==> config.mk <==
export PLATFORM = sky130hd
export DESIGN_NAME = jtag_master
export DESIGN_NICKNAME = d
export VERILOG_FILES = /design/src/rtl/jtag_types_pkg.sv /design/src/rtl/jtag_tck_gen.sv /design/src/rtl/jtag_master.sv
export SDC_FILE = /design/constraint.sdc
export NUM_CORES = 1
export LEC_CHECK = 0
export ABC_AREA = 0
export CELL_PAD_IN_SITES_DETAIL_PLACEMENT = 2
export CELL_PAD_IN_SITES_GLOBAL_PLACEMENT = 2
export CORE_MARGIN = 5
export CORE_UTILIZATION = 30
export CTS_CLUSTER_SIZE = 16
export DETAILED_ROUTE_END_ITERATION = 8
export HOLD_SLACK_MARGIN = 0.03
export MAX_ROUTING_LAYER = met4
export PLACE_DENSITY_LB_ADDON = 0.1
export SYNTH_ARGS = -nofsm -noshare
export SYNTH_HDL_FRONTEND = slang
export SYNTH_SLANG_ARGS = --single-unit
==> constraint.sdc <==
create_clock -name clk -period 3.34 [get_ports clk]
set_clock_uncertainty 0.05 [all_clocks]
set_input_delay 0.334 -clock clk [delete_from_list [all_inputs] [get_ports clk]]
set_output_delay 0.334 -clock clk [all_outputs]
set_load 0.01 [all_outputs]
==> src/rtl/jtag_types_pkg.sv <==
// Shared command/state types and TAP state-walk tables for the JTAG host.
package jtag_types_pkg;

    typedef enum logic [1:0] {
        CMD_RESET = 2'd0,
        CMD_IR    = 2'd1,
        CMD_DR    = 2'd2,
        CMD_IDLE  = 2'd3
    } jtag_cmd_t;

    typedef enum logic [2:0] {
        S_IDLE,
        S_HDR,
        S_SHIFT,
        S_TRL,
        S_RSP
    } jtag_master_state_t;

    localparam logic [2:0] HDR_LEN_RESET = 3'd5;
    localparam logic [2:0] TRL_LEN_RESET = 3'd1;
    localparam logic [2:0] HDR_LEN_IR    = 3'd4;
    localparam logic [2:0] TRL_LEN_IR    = 3'd2;
    localparam logic [2:0] HDR_LEN_DR    = 3'd3;
    localparam logic [2:0] TRL_LEN_DR    = 3'd2;

    // TMS value for each header/trailer TCK; entry 0 sits in bit 0.
    localparam logic [7:0] HDR_TMS_RESET = 8'b0001_1111;
    localparam logic [7:0] HDR_TMS_IR    = 8'b0000_0011;
    localparam logic [7:0] HDR_TMS_DR    = 8'b0000_0001;
    localparam logic [7:0] TRL_TMS_RESET = 8'b0000_0000;
    localparam logic [7:0] TRL_TMS_SCAN  = 8'b0000_0001;

    function automatic logic [2:0] hdr_len(jtag_cmd_t op);
        case (op)
            CMD_RESET: return HDR_LEN_RESET;
            CMD_IR:    return HDR_LEN_IR;
            CMD_DR:    return HDR_LEN_DR;
            default:   return 3'd0;
        endcase
    endfunction

    function automatic logic [2:0] trl_len(jtag_cmd_t op);
        case (op)
            CMD_RESET: return TRL_LEN_RESET;
            CMD_IR:    return TRL_LEN_IR;
            CMD_DR:    return TRL_LEN_DR;
            default:   return 3'd0;
        endcase
    endfunction

    function automatic logic hdr_tms(jtag_cmd_t op, logic [2:0] idx);
        case (op)
            CMD_RESET: return HDR_TMS_RESET[idx];
            CMD_IR:    return HDR_TMS_IR[idx];
            CMD_DR:    return HDR_TMS_DR[idx];
            default:   return 1'b0;
        endcase
    endfunction

    function automatic logic trl_tms(jtag_cmd_t op, logic [2:0] idx);
        case (op)
            CMD_RESET:      return TRL_TMS_RESET[idx];
            CMD_IR, CMD_DR: return TRL_TMS_SCAN[idx];
            default:        return 1'b0;
        endcase
    endfunction

endpackage

==> src/rtl/jtag_tck_gen.sv <==
// TCK divider: toggles TCK every TCK_HALF clk cycles while enabled, idles low otherwise.
module jtag_tck_gen #(
    parameter int TCK_HALF = 2
) (
    input  logic clk,
    input  logic nRST,
    input  logic enable,
    output logic tck,
    output logic rise,
    output logic fall
);

    localparam int CW = (TCK_HALF > 1) ? $clog2(TCK_HALF) : 1;

    logic [CW-1:0] cnt_q;
    logic          tck_q;
    logic          half_done;

    // Strobes are true in the cycle whose closing clk edge moves TCK.
    assign half_done = enable && (cnt_q == CW'(TCK_HALF - 1));
    assign rise      = half_done && !tck_q;
    assign fall      = half_done && tck_q;
    assign tck       = tck_q;

    always_ff @(posedge clk or negedge nRST) begin
        if (!nRST) begin
            cnt_q <= '0;
            tck_q <= 1'b0;
        end else if (!enable) begin
            cnt_q <= '0;
            tck_q <= 1'b0;
        end else if (half_done) begin
            cnt_q <= '0;
            tck_q <= !tck_q;
        end else begin
            cnt_q <= cnt_q + 1'b1;
        end
    end

endmodule

==> src/rtl/jtag_master.sv <==
// Word-level JTAG TAP host: serialises reset/IR/DR/idle commands onto TCK/TMS/TDI.
module jtag_master #(
    parameter int MAX_LEN  = 32,
    parameter int TCK_HALF = 2,
    parameter int LEN_W    = $clog2(MAX_LEN + 1)
) (
    input  logic               clk,
    input  logic               nRST,
    input  logic               cmd_valid,
    output logic               cmd_ready,
    input  logic [1:0]         cmd_op,
    input  logic [LEN_W-1:0]   cmd_len,
    input  logic [MAX_LEN-1:0] cmd_data,
    output logic               rsp_valid,
    output logic               rsp_err,
    output logic [MAX_LEN-1:0] rsp_data,
    output logic               TCK,
    output logic               TMS,
    output logic               TDI,
    input  logic               TDO
);

    import jtag_types_pkg::*;

    jtag_master_state_t state_q;
    jtag_cmd_t          op_q;
    jtag_cmd_t          cmd_op_t;
    logic [LEN_W-1:0]   len_q;
    logic [LEN_W-1:0]   bit_q;
    logic [2:0]         idx_q;
    logic [MAX_LEN-1:0] sh_q;
    logic [MAX_LEN-1:0] mask_q;
    logic [MAX_LEN-1:0] rsp_data_q;
    logic               tms_q;
    logic               tdi_q;
    logic               rsp_valid_q;
    logic               rsp_err_q;
    logic               cmd_bad;
    logic               accept;
    logic               tck_en;
    logic               tck_rise;
    logic               tck_fall;

    assign cmd_op_t  = jtag_cmd_t'(cmd_op);
    assign cmd_ready = (state_q == S_IDLE);
    assign accept    = cmd_valid && cmd_ready;
    assign cmd_bad   = (cmd_op_t != CMD_RESET)
                       && ((cmd_len == '0) || (cmd_len > LEN_W'(MAX_LEN)));
    assign tck_en    = state_q inside {S_HDR, S_SHIFT, S_TRL};

    assign rsp_valid = rsp_valid_q;
    assign rsp_err   = rsp_err_q;
    assign rsp_data  = rsp_data_q;
    assign TMS       = tms_q;
    assign TDI       = tdi_q;

    jtag_tck_gen #(
        .TCK_HALF(TCK_HALF)
    ) u_tck_gen (
        .clk   (clk),
        .nRST  (nRST),
        .enable(tck_en),
        .tck   (TCK),
        .rise  (tck_rise),
        .fall  (tck_fall)
    );

    // Pins for the next TCK are loaded on the fall strobe that ends the current one.
    always_ff @(posedge clk or negedge nRST) begin
        if (!nRST) begin
            state_q     <= S_IDLE;
            op_q        <= CMD_RESET;
            len_q       <= '0;
            bit_q       <= '0;
            idx_q       <= '0;
            sh_q        <= '0;
            mask_q      <= '0;
            tms_q       <= 1'b1;
            tdi_q       <= 1'b0;
            rsp_valid_q <= 1'b0;
            rsp_err_q   <= 1'b0;
            rsp_data_q  <= '0;
        end else begin
            case (state_q)
                S_IDLE: begin
                    if (accept) begin
                        op_q       <= cmd_op_t;
                        len_q      <= cmd_len;
                        bit_q      <= cmd_len;
                        idx_q      <= '0;
                        sh_q       <= cmd_data;
                        mask_q     <= MAX_LEN'(1);
                        rsp_err_q  <= cmd_bad;
                        rsp_data_q <= '0;
                        if (cmd_bad) begin
                            state_q <= S_RSP;
                        end else if (cmd_op_t == CMD_IDLE) begin
                            state_q <= S_SHIFT;
                            tms_q   <= 1'b0;
                            tdi_q   <= 1'b0;
                        end else begin
                            state_q <= S_HDR;
                            tms_q   <= hdr_tms(cmd_op_t, 3'd0);
                            tdi_q   <= 1'b0;
                        end
                    end
                end
                S_HDR: begin
                    if (tck_fall) begin
                        if (idx_q == hdr_len(op_q) - 3'd1) begin
                            if (op_q == CMD_RESET) begin
                                state_q <= S_TRL;
                                idx_q   <= '0;
                                tms_q   <= trl_tms(op_q, 3'd0);
                                tdi_q   <= 1'b0;
                            end else begin
                                state_q <= S_SHIFT;
                                tms_q   <= (len_q == LEN_W'(1));
                                tdi_q   <= sh_q[0];
                            end
                        end else begin
                            idx_q <= idx_q + 3'd1;
                            tms_q <= hdr_tms(op_q, idx_q + 3'd1);
                        end
                    end
                end
                S_SHIFT: begin
                    if (tck_rise && (op_q != CMD_IDLE) && TDO) begin
                        rsp_data_q <= rsp_data_q | mask_q;
                    end
                    if (tck_fall) begin
                        sh_q   <= sh_q >> 1;
                        mask_q <= mask_q << 1;
                        bit_q  <= bit_q - 1'b1;
                        if (bit_q == LEN_W'(1)) begin
                            tdi_q <= 1'b0;
                            if (op_q == CMD_IDLE) begin
                                state_q <= S_RSP;
                                tms_q   <= 1'b0;
                            end else begin
                                state_q <= S_TRL;
                                idx_q   <= '0;
                                tms_q   <= trl_tms(op_q, 3'd0);
                            end
                        end else begin
                            tms_q <= (op_q != CMD_IDLE) && (bit_q == LEN_W'(2));
                            tdi_q <= (op_q != CMD_IDLE) && sh_q[1];
                        end
                    end
                end
                S_TRL: begin
                    if (tck_fall) begin
                        if (idx_q == trl_len(op_q) - 3'd1) begin
                            state_q <= S_RSP;
                            tms_q   <= 1'b0;
                            tdi_q   <= 1'b0;
                        end else begin
                            idx_q <= idx_q + 3'd1;
                            tms_q <= trl_tms(op_q, idx_q + 3'd1);
                        end
                    end
                end
                S_RSP: begin
                    // First cycle arms the pulse, second cycle drops it and frees the master.
                    if (!rsp_valid_q) begin
                        rsp_valid_q <= 1'b1;
                    end else begin
                        rsp_valid_q <= 1'b0;
                        state_q     <= S_IDLE;
                    end
                end
                default: begin
                    state_q <= S_IDLE;
                end
            endcase
        end
    end

endmodule

==> impl_metrics.csv, run 1 <==
group,metric,value,unit
outcome,outcome,"finished clean",
timing,layout_setup_ws,0.707,ns
hold_path,min-delay-start,"TMS",
run,drv_cap,0,
die,rows,49,
synthesis,ys_seq_elements,122,
place,placed_cell_area,0.00657,mm^2
power,power,6.31,mW
drt,wl_per_cell,18.4,um
synthesis,synth_top_area_share,54.3,%
cts,postCtsSetupRepairBufs,0,
final_layout,multi_input_area,0.00226,mm^2
die,core_area,0.0181,mm^2
timing,fin_crit_sh,78.8,%
synthesis,syn_area,0.00557,mm^2
timing,tightest_slew,0.815,ns
final_layout,areaGrowthSynthToFinish,30.0,%
critical_path,path_max_fanout,16,
grt,grt_pass1_vias,5296,
drt,num_vias,4594,
final_layout,regArea,0.00305,mm^2
drt,via_per_inst,5.09,
synthesis,avgSynthCellArea,9.46,um^2
critical_path,cp.required,2.96,ns
power,power_density,872,mW/mm^2
drt,drcViolationCount,0,
power,max-vdd-ir-drop,425,uV
critical_path,worstSetupPathDepth,2,
cts,cts_tree,"done",
timing,setup_viol,0,
timing,fmaxAchievable,380,MHz
critical_path,crit_family,"buffers and inverters",
grt,grt_pass1_wl,27.8,mm
hold_path,holdCritPathClass,"register to register",
critical_path,rr_endpoint,"idx_q[2]",
timing,maxSlewViolCount,0,
die,start_util,30.7,%
hold_path,hold_path_depth,2,
timing,fin_crit,2.63,ns
synthesis,async_reset_ff_share,100,%
final_layout,final_core_util,39.9,%
cts,post_cts_resized,0,
timing,relSlewSlack,45.7,%
final_layout,nNetsFinal,714,
critical_path,critical_path_class,"register to output port",
final_layout,final_area,0.00724,mm^2
synthesis,synthTopCellsByArea,"dfrtp_1 (54%), nand2_1 (11%), a22o_1 (5.3%), a31oi_1 (3.7%), nand3_1 (3.1%)",
grt,grt_max_degree,69,
grt,overflow,0,
place,io_buffers,81,
cts,path_clk_slew,0.06,ns
die,pin_count,82,
critical_path,worst-path-buf-inv,1,
final_layout,drive_gt1_share,7.59,%
critical_path,timing.rr.start,"op_q[0]",
synthesis,synth_top_family_by_area,"simple AND/OR/NAND/NOR gates",
cts,insertion_delay,0.41,ns
cts,cts_max_path_buffers,2,
critical_path,ff2ff_setup_slack,0.84,ns
place,dp_hpwl,10.9,mm
synthesis,synthFlopType,"dfrtp_1",
hold_path,hold_end,"TMS",
synthesis,synth_edf_count,0,
timing,tns,0,ns
synthesis,synthMuxAreaShare,0.718,%
synthesis,synthSimpleGateAreaFrac,21.2,%
place,gp_congestion,0.827,
drt,drt-total-wl,16.6,mm
critical_path,cp-startpoint,"state_q[0]",
synthesis,synth_fp_nets,644,
die,dieArea,0.0214,mm^2
cts,h-tree-depth,4,
timing,rsz0062_at_grt,"no",
cts,clockRootBuffer,"clkbuf_16",
synthesis,synth_xor_xnor_area_share,1.57,%
critical_path,crit_chain,"nor3_1, clkdlybuf4s50_1",
synthesis,synth_compound_area_share,14.4,%
timing,hold_viol,0,
synthesis,yosysUniqueCellTypes,55,
cts,cts_sinks,122,
critical_path,slowest_stage,"clkdlybuf4s50_1",
final_layout,fill_cells,1927,
power,p_leak,3.29,nW
critical_path,critPathArrivalTime,2.25,ns
grt,track_usage,16.5,%
grt,grt_antenna_before_repair,1,
synthesis,synthCells,589,
drt,drtAntennaViolNets,0,
die,dieHeight,146,um
synthesis,synthAdderAreaFrac,2.47,%
critical_path,crit_path_end_kind,"output port",
critical_path,crit_path_max_incr_delay,0.65,ns
drt,drt-initial-drc-count,216,
synthesis,yosysTopAreaCell,"dfrtp_1",
drt,first_pass_iters,4,
die,die_w,146,um
synthesis,ys_warn_count,0,
critical_path,cp-start-kind,"register",
synthesis,ys_seq_area_share,54.8,%
critical_path,worst-r2r-cell-count,7,
cts,cts_buffers,17,
place,pre_cts_ws,0.817,ns
stage by stage:
| stage | cells | hold WS [ns] |
|---|---|---|
| global route | 902 | 0.429 |
| global placement | 868 | 0.411 |
| floorplan | 589 | -0.0116 |
| finish | 902 | 0.422 |
| CTS | 901 | 0.419 |
| detailed placement | 868 | 0.418 |
sequential cells by signal (all words and copies together) (netlist names), 2 cells and up:
name / flops
mask_q: 32
rsp_data: 32
sh_q: 32
bit_q: 6
len_q: 6
idx_q: 3
state_q: 3
op_q: 2
logic make-up after synthesis:
group                    Yosys count
AO/OA/AOI/OAI                    111
AND/OR/NAND/NOR                  273
buffers and inverters             58
adder cells (fa/ha/maj)           11
multiplexers                       4
flip-flops                       122
XOR/XNOR                          10
cells in the final DEF (no fill, tap or decap), types with 4 or more instances in the layout:
| master | instances |
|---|---|
| buf_4 | 9 |
| ha_1 | 11 |
| clkbuf_16 | 17 |
| a31oi_1 | 33 |
| o21ai_0 | 8 |
| xnor2_1 | 7 |
| inv_1 | 16 |
| nand3_1 | 34 |
| clkbuf_8 | 5 |
| nor4_1 | 4 |
| o22ai_1 | 5 |
| a22o_1 | 34 |
| dfrtp_1 | 121 |
| nand2_1 | 160 |
| mux2i_1 | 4 |
| clkdlybuf4s50_1 | 80 |
| bufinv_16 | 4 |
| nor2_1 | 45 |
| a21oi_1 | 11 |
| nor3_1 | 6 |
what timing repair did:
item                                    in CTS  in global routing
hold endpoints to repair                    57                  0
hold buffers                                 1                  0
endpoints found under the setup margin       0                  0
worst max path at each step:
stage,endpoint,slack (ns)
floorplan,idx_q[1],1.27
global route,cmd_ready,0.61
global placement,TDI,0.87
finish,cmd_ready,0.71
CTS,cmd_ready,0.70
detailed placement,TDI,0.82
layout make-up:
class                      instances  share of cell area, %
sequential                       122                   42.2
antenna                            1                 0.0346
tap                              229                   3.96
inverter                          17                  0.881
clock inverter                    10                   2.23
multi-input combinational        409                   31.2
timing repair buffer              92                   12.7
clock buffer                      22                   6.82
metal layers:
metal,vias up,track usage [%],share of wire (%)
li1,2168,-,-
met4,0,3.48,0.61
met1,2354,19.6,45
met3,8,4.15,3.4
met2,64,28.6,51
met5,-,-,0
report_power, final:
part,internal [mW],total [mW],switching [mW]
Combinational,0.772,2.12,1.35
Sequential,1.84,2.15,0.310
Clock,1.35,2.04,0.691
synthesized netlist by cell type, types with 6 or more instances:
cell	instances
nor2_1	45
a31oi_1	33
nand3_1	34
clkbuf_1	17
nor3_1	6
ha_1	11
nand2_1	160
dfrtp_1	121
inv_1	16
a21oi_1	11
a22o_1	34
xnor2_1	7
buf_2	20
o21ai_0	8
tightest hold or removal path: stages (launching register included):
cell	delay (ns)
dfstp_2	0.36
inv_1	0.05
mux2i_1	0.06
Note: power is estimated with default switching activity, not from simulation.
==> run 2, diff against run 1 <==
==> constraint.sdc (replaced) <==
create_clock -name clk -period 2.4 [get_ports clk]
set_clock_uncertainty 0.05 [all_clocks]
set_input_delay 0.24 -clock clk [delete_from_list [all_inputs] [get_ports clk]]
set_output_delay 0.24 -clock clk [all_outputs]
set_load 0.01 [all_outputs]
==> run 2 against run 1 <==
Effect of this change: global-route usage grew 0.46 points; final cell count grew 2.1%; first-iteration DRC count shrank 13%; design area grew 1.6%; critical path depth grew 5; utilization grew 0.64 points; worst setup slack lost 0.55 ns; via count grew 2.0%; sequential cell count is the same; critical endpoint is now rsp_data[31].
==> impl_metrics.csv, run 2 (synthesis gave the netlist of run 1 again) <==
group,metric,value,unit
final_layout,antenna_cells,0,
cts,clockRootBuffer,"clkbuf_16",
timing,layout_setup_ws,0.158,ns
timing,hold_ws,0.299,ns
final_layout,final_cells,921,
timing,fmaxAchievable,446,MHz
drt,drcViolationCount,0,
power,max-vdd-ir-drop,606,uV
timing,maxSlewViolCount,0,
timing,fin_crit_sh,93.4,%
critical_path,cp.required,2.70,ns
drt,highest_layer,"met4",
die,core_area,0.0181,mm^2
critical_path,crit_path_end_kind,"register",
final_layout,mostFrequentLayoutCells,"nand2_1 (160), dfrtp_1 (121), clkdlybuf4s50_1 (80), nor2_1 (45)",
place,pre_cts_ws,0.149,ns
cts,cts_sinks,122,
final_layout,drive_gt1_share,10.3,%
critical_path,path_max_fanout,32,
timing,tightest_slew,0.556,ns
cts,cts_buffers,17,
cts,insertion_delay,0.42,ns
drt,drt-total-wl,16.8,mm
die,die_w,146,um
cts,cts_max_path_buffers,2,
drt,via_per_inst,5.09,
die,dieHeight,146,um
timing,hold_viol,0,
timing,fin_crit,2.24,ns
final_layout,final_core_util,40.5,%
grt,grt_max_degree,66,
power,p_leak,3.37,nW
drt,num_vias,4686,
cts,h-tree-depth,4,
place,placed_cell_area,0.00674,mm^2
die,rows,49,
grt,overflow,0,
cts,path_clk_slew,0.06,ns
run,drv_cap,0,
outcome,outcome,"finished clean",
place,dp_cells,888,
hold_path,holdCritPathClass,"input pin to asynchronous set/reset pin",
timing,tns,0,ns
drt,dr_wl_met3,478,um
timing,relSlewSlack,62.9,%
grt,track_usage,17.0,%
grt,grt_antenna_before_repair,0,
die,start_util,30.7,%
timing,setup_viol,0,
critical_path,critical_path_class,"register to register",
final_layout,nNetsFinal,734,
final_layout,final_area,0.00736,mm^2
drt,drt-initial-drc-count,189,
grt,grt_pass1_wl,28.8,mm
final_layout,areaGrowthSynthToFinish,32.0,%
drt,wl_met2,8.38,mm
die,dieArea,0.0214,mm^2
power,power_density,1200,mW/mm^2
place,io_buffers,81,
drt,drtAntennaViolNets,0,
place,dp_hpwl,11.5,mm
power,power,8.84,mW
place,gp_congestion,0.812,
final_layout,layout_commonest_cell,"nand2_1",
drt,wl_met1,7.74,mm
timing,rsz0062_at_grt,"no",
drt,wl_per_cell,18.2,um
drt,first_pass_iters,4,
cts,postCtsSetupRepairBufs,0,
die,pin_count,82,
critical_path,critPathArrivalTime,2.54,ns
grt,grt_pass1_vias,5440,
critical_path,cp-start-kind,"register",
cts,cts_tree,"done",
run 2: cell types whose count changed in the layout (fill, tap and decap cells not counted), sizes merged, moves of 2 or more:
cell and delta:
buf +20, inv +5, clkbuf -3, bufinv -2
run 2: worst max-delay path, stage by stage, from the launching register on:
cell	delay, ns
dfrtp_1	0.60
buf_4	0.22
inv_2	0.06
or3_1	0.44
nor4_4	0.35
buf_12	0.24
a21oi_1	0.09
nor2_1	0.09
run 2: metal layers:
metal / global-route usage (%) / vias to the layer above
met5: - / -
met2: 28.2 / 73
met4: 5.64 / 0
li1: - / 2210
met3: 2.97 / 14
met1: 21.1 / 2389
run 2: power by group:
group          switching (mW)  internal, mW  leakage, nW
clock                    1.03          1.62        0.295
sequential              0.399          2.56         1.56
combinational            1.96          1.27         1.51
total                    3.39          5.44         3.37
run 2: layout make-up:
| class | instances | area (um^2) |
|---|---|---|
| fillers | 1990 | 10800 |
| flip-flops and latches | 122 | 3050 |
| multi-input cells | 409 | 2260 |
| repair buffers | 112 | 1080 |
| clock buffers | 19 | 453 |
| well taps | 229 | 287 |
| clock inverters | 13 | 159 |
| inverters | 17 | 63.8 |
run 2: path summary, 6_finish.rpt:
check | start | end | slack (ns) | depth (start not counted)
setup reg to reg | state_q[1] | rsp_data[31] | 0.16 | 7
max in group asynchronous | nRST | rsp_data[26] | 1.24 | 3
hold / removal | nRST | sh_q[13] | 0.30 | 2
hold reg to reg | len_q[3] | len_q[3] | 0.44 | 2
min in group clk | cmd_data[15] | sh_q[15] | 0.34 | 3
setup / recovery | state_q[1] | rsp_data[31] | 0.16 | 7
run 2: repair_timing:
item / in CTS / in global routing
resized for setup: 0 / 0
hold endpoints to repair: 36 / 0
setup endpoints to repair: 0 / 0
hold buffers: 1 / 0
